<file path="src/rtl/bus_master_ctrl_if.sv">
// Core-request / arbitrated-bus signal bundle for bus_master_ctrl.
// Signals ending in '_' are active-low bus handshakes.
interface bus_master_ctrl_if;
  // Core request / response side.
  logic        req_valid;
  logic        req_rw;
  logic [29:0] req_addr;
  logic [31:0] req_wr_data;
  logic        req_ready;
  logic        rsp_valid;
  logic [31:0] rsp_rd_data;
  logic        rsp_err;
  logic        busy;

  // Arbitrated bus side.
  logic        bus_req_;
  logic        bus_grnt_;
  logic [29:0] bus_addr;
  logic        bus_as_;
  logic        bus_rw;
  logic [31:0] bus_wr_data;
  logic [31:0] bus_rd_data;
  logic        bus_rdy_;

  // The controller itself.
  modport master (
    input  req_valid, req_rw, req_addr, req_wr_data,
    output req_ready, rsp_valid, rsp_rd_data, rsp_err, busy,
    output bus_req_, bus_addr, bus_as_, bus_rw, bus_wr_data,
    input  bus_grnt_, bus_rd_data, bus_rdy_
  );

  // Core, arbiter and slave environment around the controller.
  modport slave (
    output req_valid, req_rw, req_addr, req_wr_data,
    input  req_ready, rsp_valid, rsp_rd_data, rsp_err, busy,
    input  bus_req_, bus_addr, bus_as_, bus_rw, bus_wr_data,
    output bus_grnt_, bus_rd_data, bus_rdy_
  );
endinterface

</file>
<file path="src/rtl/bus_master_ctrl.sv">
// bus_master_ctrl: single-outstanding bus master. Accepts one core request,
// arbitrates for the bus, performs one address-strobe access and returns a
// one-cycle response pulse.
// Optional timeout on a stalled slave: define BUS_MASTER_TIMEOUT_EN.
module bus_master_ctrl (
  input logic               clk,
  input logic               reset,
  bus_master_ctrl_if.master bus
);

  typedef enum logic [1:0] {
    StIdle   = 2'd0,
    StReq    = 2'd1,
    StAccess = 2'd2,
    StWait   = 2'd3
  } state_e;

  state_e      state_q;
  logic        bus_req_q;
  logic        bus_as_q;
  logic        bus_rw_q;
  logic [29:0] bus_addr_q;
  logic [31:0] bus_wr_data_q;
  logic        rsp_valid_q;
  logic [31:0] rsp_rd_data_q;
  logic        done;
  logic        timed_out;

`ifdef BUS_MASTER_TIMEOUT_EN
  logic [7:0]  tmo_cnt_q;
  logic        rsp_err_q;
`endif

  // Completion conditions: slave ready in ACCESS/WAIT, or WAIT stalled too long.
  always_comb begin
    done      = 1'b0;
    timed_out = 1'b0;
    if ((state_q == StAccess || state_q == StWait) && !bus.bus_rdy_) begin
      done = 1'b1;
    end
`ifdef BUS_MASTER_TIMEOUT_EN
    // Counter holds 254 during the 255th stalled WAIT cycle; it would reach 255 at this edge.
    if (state_q == StWait && bus.bus_rdy_ && tmo_cnt_q == 8'd254) begin
      timed_out = 1'b1;
    end
`endif
  end

  // Main FSM with all bus and response outputs registered.
  always_ff @(posedge clk) begin
    if (reset) begin
      state_q       <= StIdle;
      bus_req_q     <= 1'b1;
      bus_as_q      <= 1'b1;
      bus_rw_q      <= 1'b1;
      bus_addr_q    <= '0;
      bus_wr_data_q <= '0;
      rsp_valid_q   <= 1'b0;
      rsp_rd_data_q <= '0;
`ifdef BUS_MASTER_TIMEOUT_EN
      tmo_cnt_q     <= '0;
      rsp_err_q     <= 1'b0;
`endif
    end else begin
      rsp_valid_q <= 1'b0;
      if (done || timed_out) begin
        state_q       <= StIdle;
        bus_req_q     <= 1'b1;
        bus_as_q      <= 1'b1;
        rsp_valid_q   <= 1'b1;
        // Writes and timed-out accesses return zero data.
        rsp_rd_data_q <= (done && bus_rw_q) ? bus.bus_rd_data : 32'h0;
`ifdef BUS_MASTER_TIMEOUT_EN
        rsp_err_q     <= timed_out;
`endif
      end else begin
        unique case (state_q)
          StIdle: begin
            if (bus.req_valid) begin
              bus_rw_q      <= bus.req_rw;
              bus_addr_q    <= bus.req_addr;
              bus_wr_data_q <= bus.req_wr_data;
              bus_req_q     <= 1'b0;
              state_q       <= StReq;
            end
          end
          StReq: begin
            if (!bus.bus_grnt_) begin
              bus_as_q  <= 1'b0;
              state_q   <= StAccess;
`ifdef BUS_MASTER_TIMEOUT_EN
              tmo_cnt_q <= '0;
`endif
            end
          end
          StAccess: begin
            // Address strobe lasts exactly one cycle.
            bus_as_q <= 1'b1;
            state_q  <= StWait;
          end
          StWait: begin
`ifdef BUS_MASTER_TIMEOUT_EN
            tmo_cnt_q <= tmo_cnt_q + 8'd1;
`endif
          end
          default: state_q <= StIdle;
        endcase
      end
    end
  end

  assign bus.req_ready   = (state_q == StIdle);
  assign bus.busy        = (state_q != StIdle);
  assign bus.bus_req_    = bus_req_q;
  assign bus.bus_as_     = bus_as_q;
  assign bus.bus_rw      = bus_rw_q;
  assign bus.bus_addr    = bus_addr_q;
  assign bus.bus_wr_data = bus_wr_data_q;
  assign bus.rsp_valid   = rsp_valid_q;
  assign bus.rsp_rd_data = rsp_rd_data_q;
`ifdef BUS_MASTER_TIMEOUT_EN
  assign bus.rsp_err     = rsp_err_q;
`else
  assign bus.rsp_err     = 1'b0;
`endif

endmodule

</file>
<file path="src/flat_wrapper.sv">
// flat-port wrapper written by rule: the top's interface ports become plain ports
module bus_master_ctrl_flat 
  (clk, reset, bus_req_valid, bus_req_rw, bus_req_addr, bus_req_wr_data, bus_req_ready, bus_rsp_valid, bus_rsp_rd_data, bus_rsp_err, bus_busy, bus_bus_req_, bus_bus_addr, bus_bus_as_, bus_bus_rw, bus_bus_wr_data, bus_bus_grnt_, bus_bus_rd_data, bus_bus_rdy_);
  bus_master_ctrl_if bus_i ();
  input logic clk;
  input logic reset;
  input wire logic [$bits(bus_i.req_valid)-1:0] bus_req_valid;
  input wire logic [$bits(bus_i.req_rw)-1:0] bus_req_rw;
  input wire logic [$bits(bus_i.req_addr)-1:0] bus_req_addr;
  input wire logic [$bits(bus_i.req_wr_data)-1:0] bus_req_wr_data;
  output wire logic [$bits(bus_i.req_ready)-1:0] bus_req_ready;
  output wire logic [$bits(bus_i.rsp_valid)-1:0] bus_rsp_valid;
  output wire logic [$bits(bus_i.rsp_rd_data)-1:0] bus_rsp_rd_data;
  output wire logic [$bits(bus_i.rsp_err)-1:0] bus_rsp_err;
  output wire logic [$bits(bus_i.busy)-1:0] bus_busy;
  output wire logic [$bits(bus_i.bus_req_)-1:0] bus_bus_req_;
  output wire logic [$bits(bus_i.bus_addr)-1:0] bus_bus_addr;
  output wire logic [$bits(bus_i.bus_as_)-1:0] bus_bus_as_;
  output wire logic [$bits(bus_i.bus_rw)-1:0] bus_bus_rw;
  output wire logic [$bits(bus_i.bus_wr_data)-1:0] bus_bus_wr_data;
  input wire logic [$bits(bus_i.bus_grnt_)-1:0] bus_bus_grnt_;
  input wire logic [$bits(bus_i.bus_rd_data)-1:0] bus_bus_rd_data;
  input wire logic [$bits(bus_i.bus_rdy_)-1:0] bus_bus_rdy_;
  assign bus_i.req_valid = bus_req_valid;
  assign bus_i.req_rw = bus_req_rw;
  assign bus_i.req_addr = bus_req_addr;
  assign bus_i.req_wr_data = bus_req_wr_data;
  assign bus_req_ready = bus_i.req_ready;
  assign bus_rsp_valid = bus_i.rsp_valid;
  assign bus_rsp_rd_data = bus_i.rsp_rd_data;
  assign bus_rsp_err = bus_i.rsp_err;
  assign bus_busy = bus_i.busy;
  assign bus_bus_req_ = bus_i.bus_req_;
  assign bus_bus_addr = bus_i.bus_addr;
  assign bus_bus_as_ = bus_i.bus_as_;
  assign bus_bus_rw = bus_i.bus_rw;
  assign bus_bus_wr_data = bus_i.bus_wr_data;
  assign bus_i.bus_grnt_ = bus_bus_grnt_;
  assign bus_i.bus_rd_data = bus_bus_rd_data;
  assign bus_i.bus_rdy_ = bus_bus_rdy_;
  bus_master_ctrl u_core (.clk(clk), .reset(reset), .bus(bus_i));
endmodule
</file>
<file path="config.mk">
export PLATFORM = sky130hd
export DESIGN_NAME = bus_master_ctrl_flat
export DESIGN_NICKNAME = d
export VERILOG_FILES = /design/src/rtl/bus_master_ctrl_if.sv /design/src/rtl/bus_master_ctrl.sv /design/src/flat_wrapper.sv
export SDC_FILE = /design/constraint.sdc
export NUM_CORES = 1
export LEC_CHECK = 0
export CAP_MARGIN = 5
export CELL_PAD_IN_SITES_DETAIL_PLACEMENT = 1
export CELL_PAD_IN_SITES_GLOBAL_PLACEMENT = 1
export CORE_MARGIN = 3
export CORE_UTILIZATION = 32
export DETAILED_ROUTE_END_ITERATION = 8
export PLACE_DENSITY_LB_ADDON = 0.1
export SLEW_MARGIN = 10
export SYNTH_ARGS = -nofsm -noshare
export SYNTH_HDL_FRONTEND = slang
export SYNTH_SLANG_ARGS = --single-unit
</file>
<file path="constraint.sdc">
create_clock -name clk -period 2.93 [get_ports clk]
set_input_delay 0.586 -clock clk [delete_from_list [all_inputs] [get_ports clk]]
set_output_delay 0.586 -clock clk [all_outputs]
set_load 0.05 [all_outputs]
</file>
==> metrics.cfg, run 1 <==
[critical_path]
cp_slowest_cell = clkdlybuf4s50_1
cp_cell_sequence = inv_1 -> ha_1 -> inv_1 -> clkdlybuf4s50_1
regToRegStartpoint = u_core.state_q[0]
cpPeakStageDelay_ps = 790
crit_path_max_fanout = 5
rr_worst_depth = 6
r2r_slack_ps = 820
crit_type = register to output pin
cp_top_family = buffers and inverters
critPathLaunchType = register
worstPathRequired_ps = 2340
path_buf_inv = 3
end_kind = output pin
crit_top_cell = inv_1
path_depth = 4
cp.arrival_ps = 1960
r2r_end = u_core.bus.bus_addr[2]

[finish]
drive_above_1_share = 0.0457
final_common_cell = clkdlybuf4s50_1
fin_cells = 741
diodes = 0
ff_latch_area_um2 = 2000
layout_common_cells = clkdlybuf4s50_1, nand2b_1, dfxtp_1
nets = 671
multiInputGateArea_um2 = 1910
syn_to_final_growth_pct = 54.9
nFillCells = 1386

[timing]
fin_crit_ps = 2540
setup_viol = 0
post-route-period-util = 0.868
fmax_mhz = 393
worstMarginPinSlew_ps = 558
slew_viol_final = 0
fin_worst_skew_ps = 6.29
tns_ps = 0
final_hold_viol_count = 0
timing.final.ws_setup_ps = 387
slew_headroom = 0.627
rsz0062_at_grt = false

[die]
core_area_um2 = 12700
initial_utilization = 0.329
die-height_um = 120
ioPinCount = 201
die_w_um = 120
rows = 41
die_area_um2 = 14400

[logic_synthesis]
synth-seq-cells = 100
synth_cells = 378
syn_nets = 483
ys_types = 26
synth_top_area_frac = 0.480
yosys.area.top_type = dfxtp_1
synth_area_leaders = dfxtp_1, nand2b_1, mux2i_1, a22o_1, buf_12
netlist_area_um2 = 4170
synth-seq-area-share = 0.480
syn_area_per_cell_um2 = 11.0
synth_warnings = 0

[clock_network]
cts_resized = 0
cts_tree = yes
clkTransAtPathRegs_ps = 60
cts_hold_buffers = 0
cts_root_buffer = clkbuf_16
cts.sinks = 100
cts.htree.levels = 3
cts_buffer_depth = 2
postCtsSetupRepairBufs = 0
clk_latency_ps = 340
cts_buffers = 9

[run_status]
status = finished, final reports clean

[detailed_routing]
viasPerCell = 4.50
antenna_left = 0
route.detailed.drc = 0
wl_per_cell_um = 15.5
num_vias = 3336
drt_pass1_iterations = 4
drtIter0Drc = 110
wl_mm = 11.5

[worst_hold_path]
hold_path.startpoint = u_core.bus.bus_req_
hp-class = register to register
hold_end = u_core.bus.bus_req_
whs_path_depth = 2

[power_and_ir_drop]
peakVddDrop_mv = 0.481
total_power_mw = 5.37
power.density_nw_per_um2 = 832
p_leak_nw = 2.47

[placement]
gp_congestion = 0.748
post-place-cells = 727
portBuffers = 199
dp_hpwl_mm = 8.63
dp_slack_ps = 576

[flow_run]
cap_violations = 0

[grt]
grt_usage = 0.158
grt_overflow = 0
grt_max_degree = 55
grt_pass1_vias = 3447
antenna_found_initial = 1
grt_pass1_wl_mm = 18.0

[worst reg2reg max path: stages (launching register included)]
cell and delay (ps):
dfxtp_1 420, inv_1 90, ha_1 270, o21bai_4 230, nor2b_4 520, buf_12 300
mux2i_1 220
[synthesized netlist by cell type]
master,count
clkbuf_1,13
o21ai_0,1
nand2b_1,125
conb_1,1
buf_8,1
a21o_1,1
mux2_2,1
nor3b_1,1
nor3b_2,1
ha_1,5
nand3_1,1
buf_2,2
buf_4,4
nor2b_4,1
o21bai_4,1
a21oi_1,3
mux2i_1,63
a22o_1,32
buf_6,3
nor2b_1,1
a311oi_1,1
buf_12,6
inv_1,3
dfxtp_1,100
nand2_1,4
nor2_1,3
[layer usage]
layer,vias up,part of all wire,global-route usage,wire [um]
met3,14,0.097,0.0669,1110
met4,2,0.015,0.0644,176
met5,-,0.0011,0,13
met2,115,0.48,0.253,5520
li1,1631,-,-,-
met1,1574,0.41,0.187,4680
[how the worst max path moves through the flow]
stage | start | endpoint
6_report | u_core.state_q[0] | bus_busy
5_1_grt | u_core.state_q[0] | bus_busy
4_1_cts | u_core.state_q[0] | bus_busy
3_5_place_dp | bus_bus_rdy_ | u_core.bus.bus_wr_data[21]
3_3_place_gp | bus_bus_rdy_ | u_core.bus.bus_addr[7]
2_1_floorplan | u_core.state_q[1] | bus_busy
[registers in the layout, summed over array words and instances (netlist names)]
register	cells
u_core.bus.bus_wr_data	32
u_core.bus.bus_as_	1
u_core.bus.rsp_rd_data	32
u_core.bus.rsp_valid	1
u_core.bus.bus_addr	30
u_core.bus.bus_req_	1
u_core.state_q	2
u_core.bus.bus_rw	1
[cell type report]
| type | instances | share of cell area |
|---|---|---|
| Sequential cell | 100 | 0.310 |
| Timing Repair Buffer | 206 | 0.320 |
| Clock inverter | 3 | 0.00233 |
| Multi-Input combinational cell | 246 | 0.295 |
| Tap cell | 172 | 0.0333 |
| Clock buffer | 11 | 0.0376 |
| Inverter | 3 | 0.00174 |
[logic make-up after synthesis]
| logic type | share of synthesized area |
|---|---|
| AOI/OAI and AO/OA | 0.0805 |
| adders and majority gates | 0.0150 |
| buffers and inverters | 0.0645 |
| DFF | 0.480 |
| muxes | 0.154 |
| other | 0.000900 |
| and+or+nand+nor | 0.205 |
[per-stage QoR]
| step | utilization | hold WS (ps) | cell area [um^2] |
|---|---|---|---|
| 2_1_floorplan | - | 536 | 4170 |
| 3_3_place_gp | 0.489 | 441 | 6200 |
| 3_5_place_dp | 0.489 | 444 | 6200 |
| 4_1_cts | 0.510 | 457 | 6460 |
| 5_1_grt | 0.510 | 493 | 6460 |
| 6_report | 0.510 | 454 | 6460 |
[where the power goes]
part | internal [mW] | switching, mW | total [mW]
logic | 0.976 | 1.54 | 2.52
clock network | 0.585 | 0.488 | 1.07
registers | 1.63 | 0.152 | 1.78
Note: power is estimated with default switching activity, not from simulation.
==> run 2, diff against run 1 <==
--- a/config.mk
+++ b/config.mk
@@ -5,6 +5,7 @@
 export SDC_FILE = /design/constraint.sdc
 export NUM_CORES = 1
 export LEC_CHECK = 0
+export ABC_CLOCK_PERIOD_IN_PS = 2930
 export CAP_MARGIN = 5
 export CELL_PAD_IN_SITES_DETAIL_PLACEMENT = 1
 export CELL_PAD_IN_SITES_GLOBAL_PLACEMENT = 1
==> results of run 2 <==
Same layout as run 1: the final DEF is identical, and so are final timing and power.
==> run 3, diff against run 2 <==
--- a/config.mk
+++ b/config.mk
@@ -13,6 +13,7 @@
 export CORE_UTILIZATION = 32
 export DETAILED_ROUTE_END_ITERATION = 8
 export PLACE_DENSITY_LB_ADDON = 0.1
+export SETUP_SLACK_MARGIN = 0.2
 export SLEW_MARGIN = 10
 export SYNTH_ARGS = -nofsm -noshare
 export SYNTH_HDL_FRONTEND = slang
==> results of run 3 <==
Same layout as run 1: the final DEF is identical, and so are final timing and power.
